<file path="src/rtl/adder_pipe_seg.sv">
// adder_pipe_seg: pipelined add/subtract unit with a segmented carry chain.
//
// The WIDTH-bit carry chain is cut into SEGMENTS registered pieces of
// SEG_W = ceil(WIDTH/SEGMENTS) bits (the last piece takes the remainder), so
// one operation is accepted per ce-enabled cycle. Stage 0 registers the
// operands; stage k (1..SEGMENTS) adds segment k-1 using the carry registered
// by stage k-1. Latency is SEGMENTS+1 ce-enabled cycles.
//
// Ports:
//   clk        rising-edge clock
//   reset      synchronous, active-high; clears valids, sum and out_valid
//   ce         pipeline advance enable; 0 holds every register
//   in_valid   a/b/sub qualify this cycle
//   a, b       unsigned operands, WIDTH bits
//   sub        0: a+b, 1: a-b (sum[WIDTH] = 1 means no borrow)
//   out_valid  sum holds a completed result
//   sum        WIDTH+1 bit result, bit WIDTH is the carry out
//   ovf        (only with ADDER_PIPE_OVF_EN) signed overflow, aligned with sum
//
// Optional feature macro: ADDER_PIPE_OVF_EN adds the ovf output.

module adder_pipe_seg #(
    parameter int WIDTH    = 62,
    parameter int SEGMENTS = 4
) (
    input  logic             clk,
    input  logic             reset,
    input  logic             ce,
    input  logic             in_valid,
    input  logic [WIDTH-1:0] a,
    input  logic [WIDTH-1:0] b,
    input  logic             sub,
    output logic             out_valid,
    output logic [WIDTH:0]   sum
`ifdef ADDER_PIPE_OVF_EN
    ,
    output logic             ovf
`endif
);

    localparam int SEG_W = (WIDTH + SEGMENTS - 1) / SEGMENTS;

    // Stage 0: raw operand capture. Data is captured every ce cycle; only
    // the valid bit says whether it means anything.
    logic [WIDTH-1:0] s0_a_d, s0_a_q;
    logic [WIDTH-1:0] s0_b_d, s0_b_q;
    logic             s0_sub_d, s0_sub_q;
    logic             s0_valid_d, s0_valid_q;

    always_comb begin
        s0_a_d     = a;
        s0_b_d     = b;
        s0_sub_d   = sub;
        s0_valid_d = in_valid;
    end

    always_ff @(posedge clk) begin
        if (reset) begin
            s0_a_q     <= '0;
            s0_b_q     <= '0;
            s0_sub_q   <= 1'b0;
            s0_valid_q <= 1'b0;
        end else if (ce) begin
            s0_a_q     <= s0_a_d;
            s0_b_q     <= s0_b_d;
            s0_sub_q   <= s0_sub_d;
            s0_valid_q <= s0_valid_d;
        end
    end

    // Stage k adds bits [HI-1:LO]. Each stage keeps only what is still
    // needed: the finished low result bits [HI-1:0] plus the not-yet-added
    // operand bits [WIDTH-1:HI]. When SEGMENTS does not divide WIDTH evenly
    // trailing stages may be empty (LO >= WIDTH); they are pure delay.
    for (genvar k = 1; k <= SEGMENTS; k++) begin : g_stage
        localparam int LO = (k - 1) * SEG_W;
        localparam int HI = (k * SEG_W > WIDTH) ? WIDTH : k * SEG_W;

        logic          valid_in;
        logic          carry_in;
        logic          valid_d, valid_q;
        logic          carry_d, carry_q;
        logic [HI-1:0] res_d, res_q;

        if (k == 1) begin : g_src
            // Subtraction is a + ~b + 1: the +1 enters as the carry-in.
            assign valid_in = s0_valid_q;
            assign carry_in = s0_sub_q;
        end else begin : g_src
            assign valid_in = g_stage[k-1].valid_q;
            assign carry_in = g_stage[k-1].carry_q;
        end

        always_comb begin
            valid_d = valid_in;
        end

        if (LO < WIDTH) begin : g_add
            logic [WIDTH-1:LO] a_in;
            logic [WIDTH-1:LO] b_in;
            logic [HI-1:LO]    seg;

            if (k == 1) begin : g_opnd
                // B' is formed once here and carried forward already inverted.
                assign a_in = s0_a_q;
                assign b_in = s0_sub_q ? ~s0_b_q : s0_b_q;
            end else begin : g_opnd
                assign a_in = g_stage[k-1].g_add.g_fwd.a_q;
                assign b_in = g_stage[k-1].g_add.g_fwd.b_q;
            end

            always_comb begin
                {carry_d, seg} = {1'b0, a_in[HI-1:LO]}
                               + {1'b0, b_in[HI-1:LO]}
                               + {{(HI-LO){1'b0}}, carry_in};
            end

            if (k == 1) begin : g_res
                assign res_d = seg;
            end else begin : g_res
                assign res_d = {seg, g_stage[k-1].res_q};
            end

            if (HI < WIDTH) begin : g_fwd
                logic [WIDTH-1:HI] a_d, a_q;
                logic [WIDTH-1:HI] b_d, b_q;

                always_comb begin
                    a_d = a_in[WIDTH-1:HI];
                    b_d = b_in[WIDTH-1:HI];
                end

                always_ff @(posedge clk) begin
                    if (reset) begin
                        a_q <= '0;
                        b_q <= '0;
                    end else if (ce) begin
                        a_q <= a_d;
                        b_q <= b_d;
                    end
                end
            end
        end else begin : g_pass
            always_comb begin
                res_d   = g_stage[k-1].res_q;
                carry_d = carry_in;
            end
        end

`ifdef ADDER_PIPE_OVF_EN
        if (HI == WIDTH) begin : g_ovf
            logic ovf_d, ovf_q;

            if (LO < WIDTH) begin : g_calc
                // Carry into the MSB is recovered from its sum bit:
                // s = a ^ b' ^ c_in, so c_in = a ^ b' ^ s.
                assign ovf_d = g_add.a_in[WIDTH-1] ^ g_add.b_in[WIDTH-1]
                             ^ res_d[WIDTH-1] ^ carry_d;
            end else begin : g_calc
                assign ovf_d = g_stage[k-1].g_ovf.ovf_q;
            end

            always_ff @(posedge clk) begin
                if (reset) begin
                    ovf_q <= 1'b0;
                end else if (ce) begin
                    ovf_q <= ovf_d;
                end
            end
        end
`endif

        always_ff @(posedge clk) begin
            if (reset) begin
                valid_q <= 1'b0;
                carry_q <= 1'b0;
                res_q   <= '0;
            end else if (ce) begin
                valid_q <= valid_d;
                carry_q <= carry_d;
                res_q   <= res_d;
            end
        end
    end

    assign out_valid = g_stage[SEGMENTS].valid_q;
    assign sum       = {g_stage[SEGMENTS].carry_q, g_stage[SEGMENTS].res_q};
`ifdef ADDER_PIPE_OVF_EN
    assign ovf       = g_stage[SEGMENTS].g_ovf.ovf_q;
`endif

endmodule

</file>
<file path="config.mk">
export PLATFORM = sky130hd
export DESIGN_NAME = adder_pipe_seg
export DESIGN_NICKNAME = d
export VERILOG_FILES = /design/src/rtl/adder_pipe_seg.sv
export SDC_FILE = /design/constraint.sdc
export NUM_CORES = 1
export LEC_CHECK = 0
export ABC_AREA = 1
export BUFFER_PORTS_ARGS = -buffer_cell sky130_fd_sc_hd__buf_4
export CORE_MARGIN = 2
export CORE_UTILIZATION = 45
export CTS_BUF_LIST = sky130_fd_sc_hd__clkbuf_16
export DETAILED_ROUTE_END_ITERATION = 6
export PLACE_DENSITY = 0.73
export SKIP_LAST_GASP = 1
export SLEW_MARGIN = 40
export SYNTH_ARGS = -nofsm -noshare
export SYNTH_HDL_FRONTEND = slang
export SYNTH_SLANG_ARGS = --single-unit
</file>
<file path="constraint.sdc">
create_clock -name clk -period 3.7 [get_ports clk]
set_input_delay 0.185 -clock clk [delete_from_list [all_inputs] [get_ports clk]]
set_output_delay 0.185 -clock clk [all_outputs]
set_load 0.01 [all_outputs]
</file>
-- Word level (Yosys, flattened, before mapping)
Index checks and enable logic that the tools add are counted.
Widths: inputs -> output; s select.
- add/subtract/negate cells: 8
- mux-type cells: 1
- bitwise gates (word level): 1
- operator list (cell ; number):
    $mux 62 ; 1
    $not 62->62 ; 1
    $add 16x16->17 ; 3
    $add 17x1->17 ; 3
    $add 14x14->15 ; 1
    $add 15x1->15 ; 1
- register bits: 472
- input bits: 129
- output and inout port bits: 64
- logic and storage cells: 32

-- Depth between registers and ports, before layout
- depth after elaboration: 4
- depth in mapped cells: 16
- mapped depth without buffers: 14

-- Least setup slack after synthesis
OpenSTA, ideal clock, no wires.
- path kind: reg2reg
- start point: register s0_sub_q, in the netlist g_stage[1].carry_in
- end point: register g_stage[1].res_q[10]
- setup time: 0.109 ns
- arrival: 1.881 ns
- required time: 3.591 ns
- slack: 1.710 ns
- stages on the path, launching flop included: 13
- clock period less this slack: 1.990 ns
- cell sequence: dfxtp_1 -> buf_4 -> buf_2 -> xnor2_1 -> fa_1 -> o21ai_4 -> nand2_2 -> nand2_2 -> nand2_1 -> nand3_1 -> nand3_1 -> nand2_1 -> inv_1
- cells in the longest elaborated chain, start to end: 3
- ends and longest elaborated chain (item ; line ; source):
    start, declared ; 47 ; logic s0_sub_d, s0_sub_q;
    start signal, assigned ; 66 ; s0_sub_q <= s0_sub_d;
    $mux 62 ; 106 ; assign b_in = s0_sub_q ? ~s0_b_q : s0_b_q;
    $add 16x16->17 ; 114 ; + {1'b0, b_in[HI-1:LO]}
    $add 17x1->17 * ; 115 ; + {{(HI-LO){1'b0}}, carry_in};
    end signal, assigned ; 181 ; res_q <= res_d;
    end, declared ; 83 ; logic [HI-1:0] res_d, res_q;
Mark *: on every way between the ends. The rest lies on a longest branch, timed or not.
A chain may end at the register's enable or synchronous reset.

-- Worst setup path after layout
- start point: register s0_sub_q, in the netlist g_stage[1].carry_in
- end point: register g_stage[1].carry_q
- cells in the longest elaborated chain, start to end: 3
- ends and longest elaborated chain (item ; line ; source):
    $mux 62 ; 106 ;
    $add 16x16->17 ; 114 ;
    $add 17x1->17 * ; 115 ;
    end signal, assigned ; 180 ; carry_q <= carry_d;
    end, declared ; 82 ; logic carry_d, carry_q;
Marks and branches as above.

==> flow_summary.json <==
{
  "post-layout-total-power_w": 0.0118,
  "yosys_most_used_dff": "dfxtp_1",
  "detail_route.iter0.violations": 1284,
  "setup_viol_count_final": 0,
  "num-nets-final": 3221,
  "postLayoutSetupSlackWorst_ps": 1510,
  "worst_hold_path_type": "input port to flop",
  "clock_path_buffers": 3,
  "maximum_operating_frequency_mhz": 456,
  "clock_sinks": 472,
  "grt.total_usage": 0.222,
  "timing_hold_violations_final": 0,
  "areaGrowthSynthToFinish_pct": 21.2,
  "boundaryPins": 193,
  "cts.htree.levels": 2,
  "vias_per_cell": 4.98,
  "dp.final_hpwl_um": 34100,
  "worstSetupEndpoint": "g_stage[1].carry_q$_SDFFE_PP0P_",
  "route.final.wire_length_um": 52800,
  "yosys_warnings": 0,
  "finalWorstPathRequiredPeriod_ps": 2190,
  "p_leak_nw": 12.1,
  "layout_worst_path_cycle_share": 0.592,
  "synth_top_area_frac": 0.464,
  "drv.max_cap_violation_count": 0,
  "netlist_top_cells_area": "dfxtp_1 (46%), nor2_1 (18%), o21ai_0 (9.2%)",
  "grt_pass1_wl_um": 86500,
  "hold_depth": 4,
  "cts_tree": "done",
  "least_margin_pin_slew_ps": 787,
  "setup-tns-final_ps": 0,
  "timing.critical_path.to_type": "flop",
  "placement_rows": 77,
  "drive_gt1_frac": 0.0977,
  "async_set_reset_flop_share_out_of_synthesis": 0,
  "dpl_worst_slack_ps": 1500,
  "mapped_avg_cell_area_um2": 7.26,
  "timing.reg2reg.setup_slack_ps": 1510,
  "first_global_vias": 17100,
  "die_height_um": 217,
  "worst_setup_path_startpoint": "g_stage[1].carry_in$_SDFFE_PP0P_",
  "worst_reg2reg_startpoint": "g_stage[1].carry_in$_SDFFE_PP0P_",
  "clock_tree.root_cell": "clkbuf_16",
  "synth-edff-count": 0,
  "synthesis.instances": 2805,
  "nFillCells": 4130,
  "io_buffers": 192,
  "skew_ps": 13.4,
  "regArea_um2": 9450,
  "syn_nets": 2999,
  "grt_start_max_net_pins": 246,
  "clkSlewWorstSetupHoldPaths_ps": 60,
  "slew_viol_final": 0,
  "die-area_um2": 47000,
  "vias": 18200,
  "gp_congestion": 0.840,
  "crit_required_ps": 4210,
  "antenna_violating_nets_post_route": 0,
  "synth_most_common_cell": "nor2_1",
  "yosys.area.top_type": "dfxtp_1",
  "endpoint_of_the_worst_register_to_register_path": "g_stage[1].carry_q$_SDFFE_PP0P_",
  "critical_path.max_fanout": 48,
  "initial_utilization": 0.459,
  "pwr_density_cell_nw_per_um2": 479,
  "insertion_delay_ps": 580,
  "grt_antenna_before_repair": 0,
  "wl_per_cell_um": 14.5,
  "ys_top_cells_by_count": "nor2_1 (962), dfxtp_1 (472), o21ai_0 (373), nand2_1 (213), inv_1 (178)",
  "worstSetupPathType": "flop to flop",
  "flops_latches_synth": 472,
  "r2r.worst_path.cells": 7,
  "coreArea_um2": 44400,
  "cts_repair_resize_count": 0,
  "multiInputGateArea_um2": 9420,
  "result_of_the_run": "finished, final reports clean",
  "worst_path_arrival_ps": 2700,
  "cts-buffers-inserted": 49,
  "drt_pre_antenna_iters": 5,
  "syn_std_cell_area_um2": 20400,
  "setup.worst_path.start_class": "flop",
  "rsz0062_at_grt": "false",
  "proportion_of_synthesized_chip_area_in_sequential_cells": 0.464,
  "die_width_um": 217,
  "max_slew_margin": 0.476,
  "ir_worst_vdd_mv": 0.332,
  "drcViolationCount": 0,
  "synth_cell_types": 36,
  "grt_overflow_total": 0
}
==> logic make-up after synthesis <==
family                     count (synthesis)  share of synthesized area
AOI/OAI and AO/OA                        541                      0.137
xor gates and xnor gates                  89                     0.0383
adders and majority gates                 65                     0.0425
buffers and inverters                    356                     0.0737
DFF                                      472                      0.464
and+or+nand+nor                         1282                      0.245
==> layer usage <==
metal	track usage	wire, um	share of wire	vias to the layer above
met5	0	0	0	-
met4	0.0726	1340	0.025	0
met3	0.0274	2700	0.051	91
met2	0.332	22500	0.43	483
met1	0.329	26300	0.50	8278
li1	-	-	-	9341
==> metrics by stage <==
stage	std cells	hold slack [ps]	utilization	cell area, um2
after floorplan	2805	320	-	20400
after global placement	3440	406	0.494	22000
after detailed placement	3440	413	0.494	22000
after CTS	3652	140	0.555	24700
after global routing	3653	168	0.556	24700
final	3655	149	0.556	24700
==> worst max-delay path, cell delays in order (launching register included) <==
cell     delay, ps
dfxtp_4        500
buf_4          630
xor2_1         170
ha_1           410
nand2_1         60
o21ai_0        150
nor2_1          50
a21oi_1        140
==> flip-flops by register name, indices dropped and copies added (netlist names) <==
register and count:
out_valid 1, s0_b_q 62, g_stage.res_q 158, g_stage.g_add.g_fwd.b_q 90, g_stage.valid_q 3, g_stage.g_add.g_fwd.a_q 90
g_stage.carry_q 4, g_stage.carry_in 1, g_stage.valid_d 1, g_stage.g_add.a_in 62
==> cell usage in the layout (no fill, tap or decap), types with 4 or more instances in the layout <==
master and count:
clkinv_1 13, nand4_1 8, ha_1 58, clkinv_2 7, nand2_1 213, nor3_1 6
dfxtp_1 471, nor2_1 962, o21ai_1 87, xor2_1 86, a21oi_2 4, inv_1 191
buf_4 203, o21bai_1 6, fa_1 7, nand2_2 8, o21ai_0 373, dlygate4sd3_1 127
nand3_1 73, a31oi_1 4, inv_2 9, a21oi_1 56, clkbuf_16 51, nand3b_1 4
==> worst min-delay path by stage <==
stage	to	from
4_1_cts	g_stage[1].g_add.g_fwd.b_q[48]$_SDFFE_PP0P_	reset
2_1_floorplan	s0_b_q[10]$_SDFFE_PP0P_	b[10]
6_report	g_stage[1].g_add.g_fwd.b_q[48]$_SDFFE_PP0P_	reset
3_5_place_dp	g_stage[1].g_add.a_in[46]$_SDFFE_PP0P_	a[46]
5_1_grt	g_stage[1].g_add.g_fwd.b_q[48]$_SDFFE_PP0P_	reset
3_3_place_gp	g_stage[1].g_add.a_in[23]$_SDFFE_PP0P_	a[23]
==> power breakdown <==
| group | total (W) | internal, W | switching (W) |
|---|---|---|---|
| Clock | 0.00441 | 0.00247 | 0.00194 |
| Sequential | 0.00568 | 0.00545 | 0.000226 |
| Combinational | 0.00173 | 0.000712 | 0.00102 |
==> timing repair <==
action,CTS,global route
hold buffers,127,0
endpoints found under the hold margin,127,0
buffers inserted,0,0
==> area by class of cell <==
type,instances,area share
inverters,191,0.0296
diodes,2,0.000203
multi-input cells,1977,0.382
flip-flops and latches,472,0.383
repair buffers,336,0.118
clock buffers,51,0.0517
clock inverters,34,0.00608
well taps,592,0.0300
Note: power is estimated with default switching activity, not from simulation.
